===== src/rtl/mem_arbiter.sv =====
`default_nettype none
// ============================================================================
// mem_arbiter : shares one byte-wide RAM port between instruction fetch and
//               the MEM stage, serialising every access into byte transfers.
// Optional feature macro: MEM_ARB_JUMP_CANCEL_EN (taken jump aborts a fetch).
// Rev 1.0
// ============================================================================
module mem_arbiter #(
  parameter int ADDR_W = 32
) (
  input  logic              clk_in,
  input  logic              rst_n_in,
  input  logic              rdy_in,
  input  logic              jump_enable,
  input  logic              if_req,
  input  logic [ADDR_W-1:0] if_addr,
  output logic              if_done,
  output logic [31:0]       if_data,
  input  logic              mem_req,
  input  logic              mem_we,
  input  logic [1:0]        mem_len,
  input  logic [ADDR_W-1:0] mem_addr,
  input  logic [31:0]       mem_wdata,
  output logic              mem_done,
  output logic [31:0]       mem_rdata,
  output logic [ADDR_W-1:0] ram_addr,
  output logic              ram_wr,
  output logic [7:0]        ram_dout,
  input  logic [7:0]        ram_din
);

  typedef enum logic [1:0] {
    S_IDLE   = 2'd0,
    S_IF_RD  = 2'd1,
    S_MEM_RD = 2'd2,
    S_MEM_WR = 2'd3
  } state_e;

  state_e            state_q, state_d;
  logic [2:0]        k_q, k_d;
  logic [2:0]        r_q, r_d;
  logic [2:0]        n_q, n_d;
  logic [ADDR_W-1:0] base_q, base_d;
  logic [31:0]       wdata_q, wdata_d;
  logic [31:0]       buf_q, buf_d;
  logic [31:0]       if_data_q, if_data_d;
  logic [31:0]       mem_rdata_q, mem_rdata_d;
  logic              if_done_q, if_done_d;
  logic              mem_done_q, mem_done_d;
  logic              jump_cancel;
  logic [2:0]        mem_n;

`ifdef MEM_ARB_JUMP_CANCEL_EN
  assign jump_cancel = jump_enable;
`else
  logic jump_unused;
  assign jump_unused = jump_enable;
  assign jump_cancel = 1'b0;
`endif

  assign mem_n = (mem_len == 2'd0) ? 3'd1 : (mem_len == 2'd1) ? 3'd2 : 3'd4;

  always_comb begin
    state_d     = state_q;
    k_d         = k_q;
    r_d         = r_q;
    n_d         = n_q;
    base_d      = base_q;
    wdata_d     = wdata_q;
    buf_d       = buf_q;
    if_data_d   = if_data_q;
    mem_rdata_d = mem_rdata_q;
    if_done_d   = 1'b0;
    mem_done_d  = 1'b0;

    case (state_q)
      S_IDLE: begin
        k_d = 3'd0;
        r_d = 3'd0;
        // a done pulse in flight gives the requester one cycle to drop its request
        if (!if_done_q && !mem_done_q) begin
          if (mem_req) begin
            state_d = mem_we ? S_MEM_WR : S_MEM_RD;
            base_d  = mem_addr;
            n_d     = mem_n;
            wdata_d = mem_wdata;
            buf_d   = 32'd0;
          end else if (if_req && !jump_cancel) begin
            state_d = S_IF_RD;
            base_d  = if_addr;
            n_d     = 3'd4;
            buf_d   = 32'd0;
          end
        end
      end

      S_IF_RD, S_MEM_RD: begin
        if (k_q < n_q) k_d = k_q + 3'd1;
        // ram_din carries the byte addressed one cycle earlier
        if (r_q < k_q) begin
          buf_d[{r_q[1:0], 3'b000} +: 8] = ram_din;
          r_d = r_q + 3'd1;
          if (r_q == n_q - 3'd1) begin
            state_d = S_IDLE;
            k_d     = 3'd0;
            r_d     = 3'd0;
            if (state_q == S_IF_RD) begin
              if_data_d = buf_d;
              if_done_d = 1'b1;
            end else begin
              mem_rdata_d = buf_d;
              mem_done_d  = 1'b1;
            end
          end
        end
        if (state_q == S_IF_RD && jump_cancel) begin
          state_d   = S_IDLE;
          k_d       = 3'd0;
          r_d       = 3'd0;
          if_data_d = if_data_q;
          if_done_d = 1'b0;
        end
      end

      S_MEM_WR: begin
        k_d = k_q + 3'd1;
        if (k_q == n_q - 3'd1) begin
          state_d    = S_IDLE;
          k_d        = 3'd0;
          mem_done_d = 1'b1;
        end
      end

      default: state_d = S_IDLE;
    endcase
  end

  always_ff @(posedge clk_in or negedge rst_n_in) begin
    if (!rst_n_in) begin
      state_q     <= S_IDLE;
      k_q         <= 3'd0;
      r_q         <= 3'd0;
      n_q         <= 3'd0;
      base_q      <= '0;
      wdata_q     <= 32'd0;
      buf_q       <= 32'd0;
      if_data_q   <= 32'd0;
      mem_rdata_q <= 32'd0;
      if_done_q   <= 1'b0;
      mem_done_q  <= 1'b0;
    end else if (rdy_in) begin
      state_q     <= state_d;
      k_q         <= k_d;
      r_q         <= r_d;
      n_q         <= n_d;
      base_q      <= base_d;
      wdata_q     <= wdata_d;
      buf_q       <= buf_d;
      if_data_q   <= if_data_d;
      mem_rdata_q <= mem_rdata_d;
      if_done_q   <= if_done_d;
      mem_done_q  <= mem_done_d;
    end
  end

  assign if_done   = if_done_q;
  assign if_data   = if_data_q;
  assign mem_done  = mem_done_q;
  assign mem_rdata = mem_rdata_q;
  assign ram_addr  = base_q + ADDR_W'(k_q);
  assign ram_wr    = (state_q == S_MEM_WR) && rdy_in;
  assign ram_dout  = wdata_q[{k_q[1:0], 3'b000} +: 8];

endmodule

`default_nettype wire

===== config.mk =====
export PLATFORM = sky130hd
export DESIGN_NAME = mem_arbiter
export DESIGN_NICKNAME = d
export VERILOG_FILES = /design/src/rtl/mem_arbiter.sv
export SDC_FILE = /design/constraint.sdc
export NUM_CORES = 1
export LEC_CHECK = 0
export CAP_MARGIN = 20
export CORE_MARGIN = 2
export CORE_UTILIZATION = 55
export CTS_BUF_LIST = sky130_fd_sc_hd__clkbuf_4
export DETAILED_ROUTE_END_ITERATION = 8
export GPL_TIMING_DRIVEN = 0
export PLACE_DENSITY = 0.88
export SKIP_LAST_GASP = 1
export SLEW_MARGIN = 40
export SYNTH_ARGS = -nofsm -noshare
export SYNTH_HDL_FRONTEND = slang
export SYNTH_SLANG_ARGS = --single-unit

===== constraint.sdc =====
create_clock -name clk_in -period 7.9 [get_ports clk_in]
set_input_delay 1.58 -clock clk_in [delete_from_list [all_inputs] [get_ports clk_in]]
set_output_delay 1.58 -clock clk_in [all_outputs]
set_load 0.02 [all_outputs]

==> results of run 1 <==
==> metrics by stage <==
step / util / cell area (um2)
2_1_floorplan: - / 8860
3_3_place_gp: 0.714 / 11300
3_5_place_dp: 0.718 / 11400
4_1_cts: 0.734 / 11600
5_1_grt: 0.734 / 11600
6_report: 0.734 / 11600
==> per-layer routing <==
layer | up-vias | part of all wire | track usage
met5 | - | 0 | 0
met4 | 0 | 0.029 | 0.118
li1 | 3316 | - | -
met3 | 49 | 0.068 | 0.0778
met2 | 256 | 0.51 | 0.476
met1 | 3486 | 0.39 | 0.337
==> report_power, final <==
part	switching, W	internal (W)	total [W]
Combinational	0.00129	0.00118	0.00247
Sequential	0.000296	0.00129	0.00158
Clock	0.000310	0.000172	0.000482
Total	0.00190	0.00264	0.00454
==> state kept, by name, indices dropped and copies added, names as in the netlist <==
register / flops
buf_q: 32
wdata_q: 32
n_q: 3
r_q: 3
mem_done: 1
if_data: 32
mem_rdata: 32
state_q: 2
k_q: 3
base_q: 32
if_done: 1
==> final cells by class <==
cell class	count	area (um2)	area share
Multi-Input combinational cell	530	4150	0.357
Clock inverter	10	92.6	0.00797
Tap cell	216	270	0.0233
Inverter	47	176	0.0152
Antenna cell	1	2.50	0.000215
Timing Repair Buffer	219	2230	0.192
Buffer	40	200	0.0172
Clock buffer	22	165	0.0142
Sequential cell	173	4330	0.373
==> worst min-delay path by stage <==
stage,endpoint,slack (ns),cells past startpoint
finish,mem_rdata[6]$_DFFE_PN0P_,0.50,1
global route,mem_rdata[6]$_DFFE_PN0P_,0.53,1
CTS,mem_rdata[6]$_DFFE_PN0P_,0.51,1
detailed placement,mem_rdata[6]$_DFFE_PN0P_,0.48,1
global placement,if_data[20]$_DFFE_PN0P_,0.47,1
floorplan,wdata_q[16]$_DFFE_PN0P_,0.47,1
==> layout by cell type, fill, tap and decap left out, drive strengths merged, types with 3 or more instances in the layout <==
master,n
mux2,97
clkinv,3
or3,16
nand4,5
o21ai,35
a32o,8
a22o,17
buf,23
xnor2,22
clkbuf,42
o22ai,7
clkdlybuf4s50,216
nor4,5
nor3,8
and4,3
mux2i,34
a32oi,7
o311ai,16
nor2b,6
dfrtp,173
nor2,48
ha,20
inv,47
and3,8
nand3,18
xor2,15
nand2,64
a21o,3
clkinvlp,6
mux4,8
a21oi,37
==> worst register-to-register path: stages, from the launching register on <==
cell      delay, ns
dfrtp_1        0.47
clkbuf_1       0.48
inv_1          0.23
ha_1           0.25
a21oi_1        0.19
o211ai_1       0.25
nor4_4         0.61
buf_6          0.26
mux2_2         0.36
==> cell families after synthesis <==
logic type | count (synthesis)
and+or+nand+nor | 187
DFF | 173
AOI/OAI and AO/OA | 145
muxes | 139
buffers and inverters | 87
xor gates and xnor gates | 38
adders and majority gates | 21
==> results.json, run 1 <==
{
  "synth_adder_area_share": 0.0305,
  "synth-simple-area-share": 0.106,
  "grtUsageTotal": 0.280,
  "start_util": 0.560,
  "cts_setup_buffers": 0,
  "hpwl_um": 17300,
  "synth_nets": 924,
  "dieArea_mm2": 0.0171,
  "hold_start": "mem_rdata[6]$_DFFE_PN0P_",
  "cts_max_path_buffers": 2,
  "wirelength_um": 22800,
  "clk_pin_slew_ns": 0.14,
  "synth-compound-area-share": 0.111,
  "ir_worst_vdd_v": 0.000269,
  "yosysMostFrequentCell": "dfrtp_1",
  "io_buffers": 217,
  "seq_area_frac_synth": 0.489,
  "clock-sinks": 173,
  "crit_path_start_kind": "register",
  "synth_top_area_cell": "dfrtp_1",
  "grt_first_pass_wirelength_um": 36600,
  "antenna_found_initial": 1,
  "drtIter0Drc": 456,
  "critPathTopFamily": "buffers and inverters",
  "slew_headroom": 0.501,
  "holdBufCountCts": 0,
  "rsz0062_at_grt": "no",
  "synth_ff_type": "dfrtp_1",
  "first_pass_iters": 5,
  "grt_pass1_vias": 7246,
  "fin_cells": 1258,
  "grt_max_degree": 70,
  "ys_top_cells_by_area": "dfrtp_1, mux2_2, mux2i_1, ha_1, nand2_1",
  "cp_slowest_stage_delay_ns": 0.66,
  "cts_tree": "done",
  "crit_required_ns": 6.32,
  "gr-total-overflow": 0,
  "synth-async-reset-ratio": 1.00,
  "drive_gt1_frac": 0.151,
  "vias": 7107,
  "drcViolationCount": 0,
  "power.total_w": 0.00454,
  "yosys_warnings": 0,
  "core_area_mm2": 0.0158,
  "r2r_start": "k_q[1]$_DFFE_PN0P_",
  "finalSetupViolCount": 0,
  "cts_made_buffers": 17,
  "critical_path.endpoint": "ram_addr[12]",
  "ant_nets": 0,
  "outcome": "finished clean",
  "ff2ff_setup_slack_ns": 4.67,
  "nets": 1162,
  "synth_cell_types": 56,
  "path_buf_inv": 3,
  "fillers": 1144,
  "holdCritPathClass": "register to register",
  "fin_tns_setup_ns": 0,
  "io_pins": 220,
  "reg2reg_depth": 8,
  "fp.dieH_um": 131,
  "wl_per_cell_um": 18.2,
  "finalCritPeriodShare": 0.725,
  "synth_edf_count": 0,
  "cp.depth": 9,
  "drv_cap": 0,
  "worstPathMaxFanout": 10,
  "fmax_ghz": 0.175,
  "crit_slowest_cell": "clkdlybuf4s50_1",
  "area_delta_synth_final_pct": 31.2,
  "setup.worst_path.end_class": "output pin",
  "cts.htree.levels": 4,
  "place_worst_setup_slack_ns": 2.82,
  "synth_common_cells": "dfrtp_1, mux2_2, nand2_1",
  "syn_inst": 790,
  "whs_ns": 0.505,
  "crit_path_cell_trace": "clkbuf_1 > inv_1 > fa_1 > nor2b_1 > o2111ai_1 > nor2_1 > nand2_1 > xnor2_1 > clkdlybuf4s50_1",
  "hold_viol": 0,
  "crit_path_start": "k_q[1]$_DFFE_PN0P_",
  "synth_xor_area_frac": 0.0391,
  "clock_latency_ns": 0.59,
  "synth_seq_cells": 173,
  "dp_cells": 1225,
  "r2r_end": "if_data[15]$_DFFE_PN0P_",
  "fin_crit_ns": 5.73,
  "syn_area_per_cell_um2": 11.2,
  "synth_top_family_by_area": "multiplexers",
  "arrival_ns": 4.15,
  "setup_slack_ns": 2.17,
  "muxShareOfSynthArea": 0.182,
  "dieWidth_um": 131,
  "p_per_area_mw_per_mm2": 391,
  "cts.root.buffer_cell": "clkbuf_4",
  "gp_congestion": 0.908,
  "worstSetupPathType": "register to output pin",
  "yosysTopAreaCellShare": 0.489,
  "rows": 46,
  "leakage_nw": 4.92,
  "post_cts_resized": 0,
  "fin_skew_ns": 0.0158,
  "netlist_area_mm2": 0.00886,
  "final_max_slew_viol_count": 0,
  "viasPerCell": 5.65,
  "tightest_slew_ns": 0.749
}
Note: power is estimated with default switching activity, not from simulation.
==> inputs of run 2 (changes only) <==
CORE_UTILIZATION = 51   (was 55)
PLACE_DENSITY = 0.82   (was 0.88)
clock period = 5.9 ns   (was 7.9 ns; I/O delays follow)
==> results.json, run 2 (synthesis results as in run 1) <==
{
  "fin_crit_ns": 5.24,
  "fillers": 1367,
  "hpwl_um": 16600,
  "area_delta_synth_final_pct": 32.2,
  "grtUsageTotal": 0.250,
  "tightest_slew_ns": 0.798,
  "grt_first_pass_wirelength_um": 35800,
  "crit_path_start": "k_q[1]$_DFFE_PN0P_",
  "grt_pass1_vias": 7040,
  "mostFrequentLayoutCells": "clkdlybuf4s50_1, dfrtp_1, mux2_2",
  "fin_cells": 1267,
  "finalCritPeriodShare": 0.887,
  "clock_latency_ns": 0.58,
  "fmax_ghz": 0.191,
  "final_common_cell": "clkdlybuf4s50_1",
  "worstSetupPathType": "register to output pin",
  "cts_made_buffers": 17,
  "multi_input_area_mm2": 0.00416,
  "dieArea_mm2": 0.0184,
  "crit_required_ns": 4.72,
  "top_layer": "met4",
  "finalSetupViolCount": 0,
  "viasPerCell": 5.55,
  "worstPathMaxFanout": 10,
  "r2r_start": "k_q[1]$_DFFE_PN0P_",
  "cts.root.buffer_cell": "clkbuf_4",
  "io_buffers": 217,
  "regArea_mm2": 0.00433,
  "outcome": "finished clean",
  "met1_length_um": 8900,
  "fp.dieH_um": 136,
  "holdBufCountCts": 0,
  "slew_headroom": 0.468,
  "dieWidth_um": 136,
  "post_cts_resized": 0,
  "ant_nets": 0,
  "cts.htree.levels": 4,
  "fin_skew_ns": 0.0243,
  "cts_max_path_buffers": 2,
  "wl_met2_um": 11100,
  "final_max_slew_viol_count": 0,
  "arrival_ns": 4.06,
  "rows": 48,
  "clock-sinks": 173,
  "wirelength_um": 22100,
  "met3_length_um": 1760,
  "wl_per_cell_um": 17.5,
  "hold_viol": 0,
  "io_pins": 220,
  "p_per_area_mw_per_mm2": 527,
  "drtIter0Drc": 602,
  "rsz0062_at_grt": "no",
  "first_pass_iters": 5,
  "cts_tree": "done",
  "crit_path_start_kind": "register",
  "grt_max_degree": 76,
  "setup.worst_path.end_class": "output pin",
  "start_util": 0.517,
  "vias": 7027,
  "cts_setup_buffers": 0,
  "leakage_nw": 4.95,
  "ir_worst_vdd_v": 0.000295,
  "drive_gt1_frac": 0.152,
  "clk_pin_slew_ns": 0.14,
  "dp_cells": 1234,
  "nets": 1162,
  "drcViolationCount": 0,
  "gp_congestion": 0.876,
  "antenna_found_initial": 1,
  "core_area_mm2": 0.0171,
  "whs_ns": 0.433,
  "drv_cap": 0,
  "holdCritPathClass": "input pin to asynchronous set/reset pin",
  "gr-total-overflow": 0
}
[run 2: cell types whose count changed in the layout (fill, tap and decap cells not counted), sizes merged]
cell / delta
clkbuf: -4
bufinv: +3
clkinv: +2
clkinvlp: -2
inv: +1
[run 2: where the power goes]
group | switching [W] | leakage (nW) | internal [W] | total (W)
Clock | 0.000423 | 0.160 | 0.000341 | 0.000764
Sequential | 0.000385 | 2.05 | 0.00172 | 0.00211
Combinational | 0.00172 | 2.75 | 0.00158 | 0.00330
[run 2: worst paths after layout]
path                                             endpoint  slack, ns  cells past startpoint
worst max-delay path                         ram_addr[14]       0.66                      9
worst min-delay path            mem_rdata[14]$_DFFE_PN0P_       0.43                      1
worst max register to register  mem_rdata[16]$_DFFE_PN0P_       2.60                      8
worst min register to register    if_data[20]$_DFFE_PN0P_       0.51                      1
max in group asynchronous          base_q[27]$_DFFE_PN0P_       4.46                      3
min in group clk_in               if_data[20]$_DFFE_PN0P_       0.51                      1
[run 2: metrics by stage]
stage               setup WS, ns  area (um2)  total power, W  TNS [ns]   util
floorplan                   2.17        8860         0.00408         0      -
detailed placement          1.11       11400         0.00542         0  0.664
global route               0.372       11700         0.00658         0  0.684
CTS                        0.441       11700         0.00619         0  0.683
global placement           -3.49       11300         0.00532   -600.86  0.661
finish                     0.665       11700         0.00617         0  0.684
[run 2: routing by layer]
layer  global-route usage  up-vias
met5                    0        -
met4               0.0666        0
met3               0.0816       30
met2                0.420      248
met1                0.312     3442
li1                     -     3307
[run 2: worst max-delay path: stages, from the launching register on]
cell and delay [ns]:
dfrtp_1 0.48, clkbuf_1 0.50, inv_1 0.23, fa_1 0.50, nor2b_1 0.23, o2111ai_2 0.30
nor2_1 0.29, nand4_1 0.15, xnor2_1 0.17, clkdlybuf4s50_1 0.63
[run 2: area by class of cell]
class,instances,share of cell area
flip-flops and latches,173,0.370
well taps,225,0.0240
repair buffers,219,0.191
clock buffers,18,0.0115
clock inverters,14,0.0165
inverters,47,0.0151
plain buffers,40,0.0171
multi-input cells,530,0.355
diodes,1,0.000214
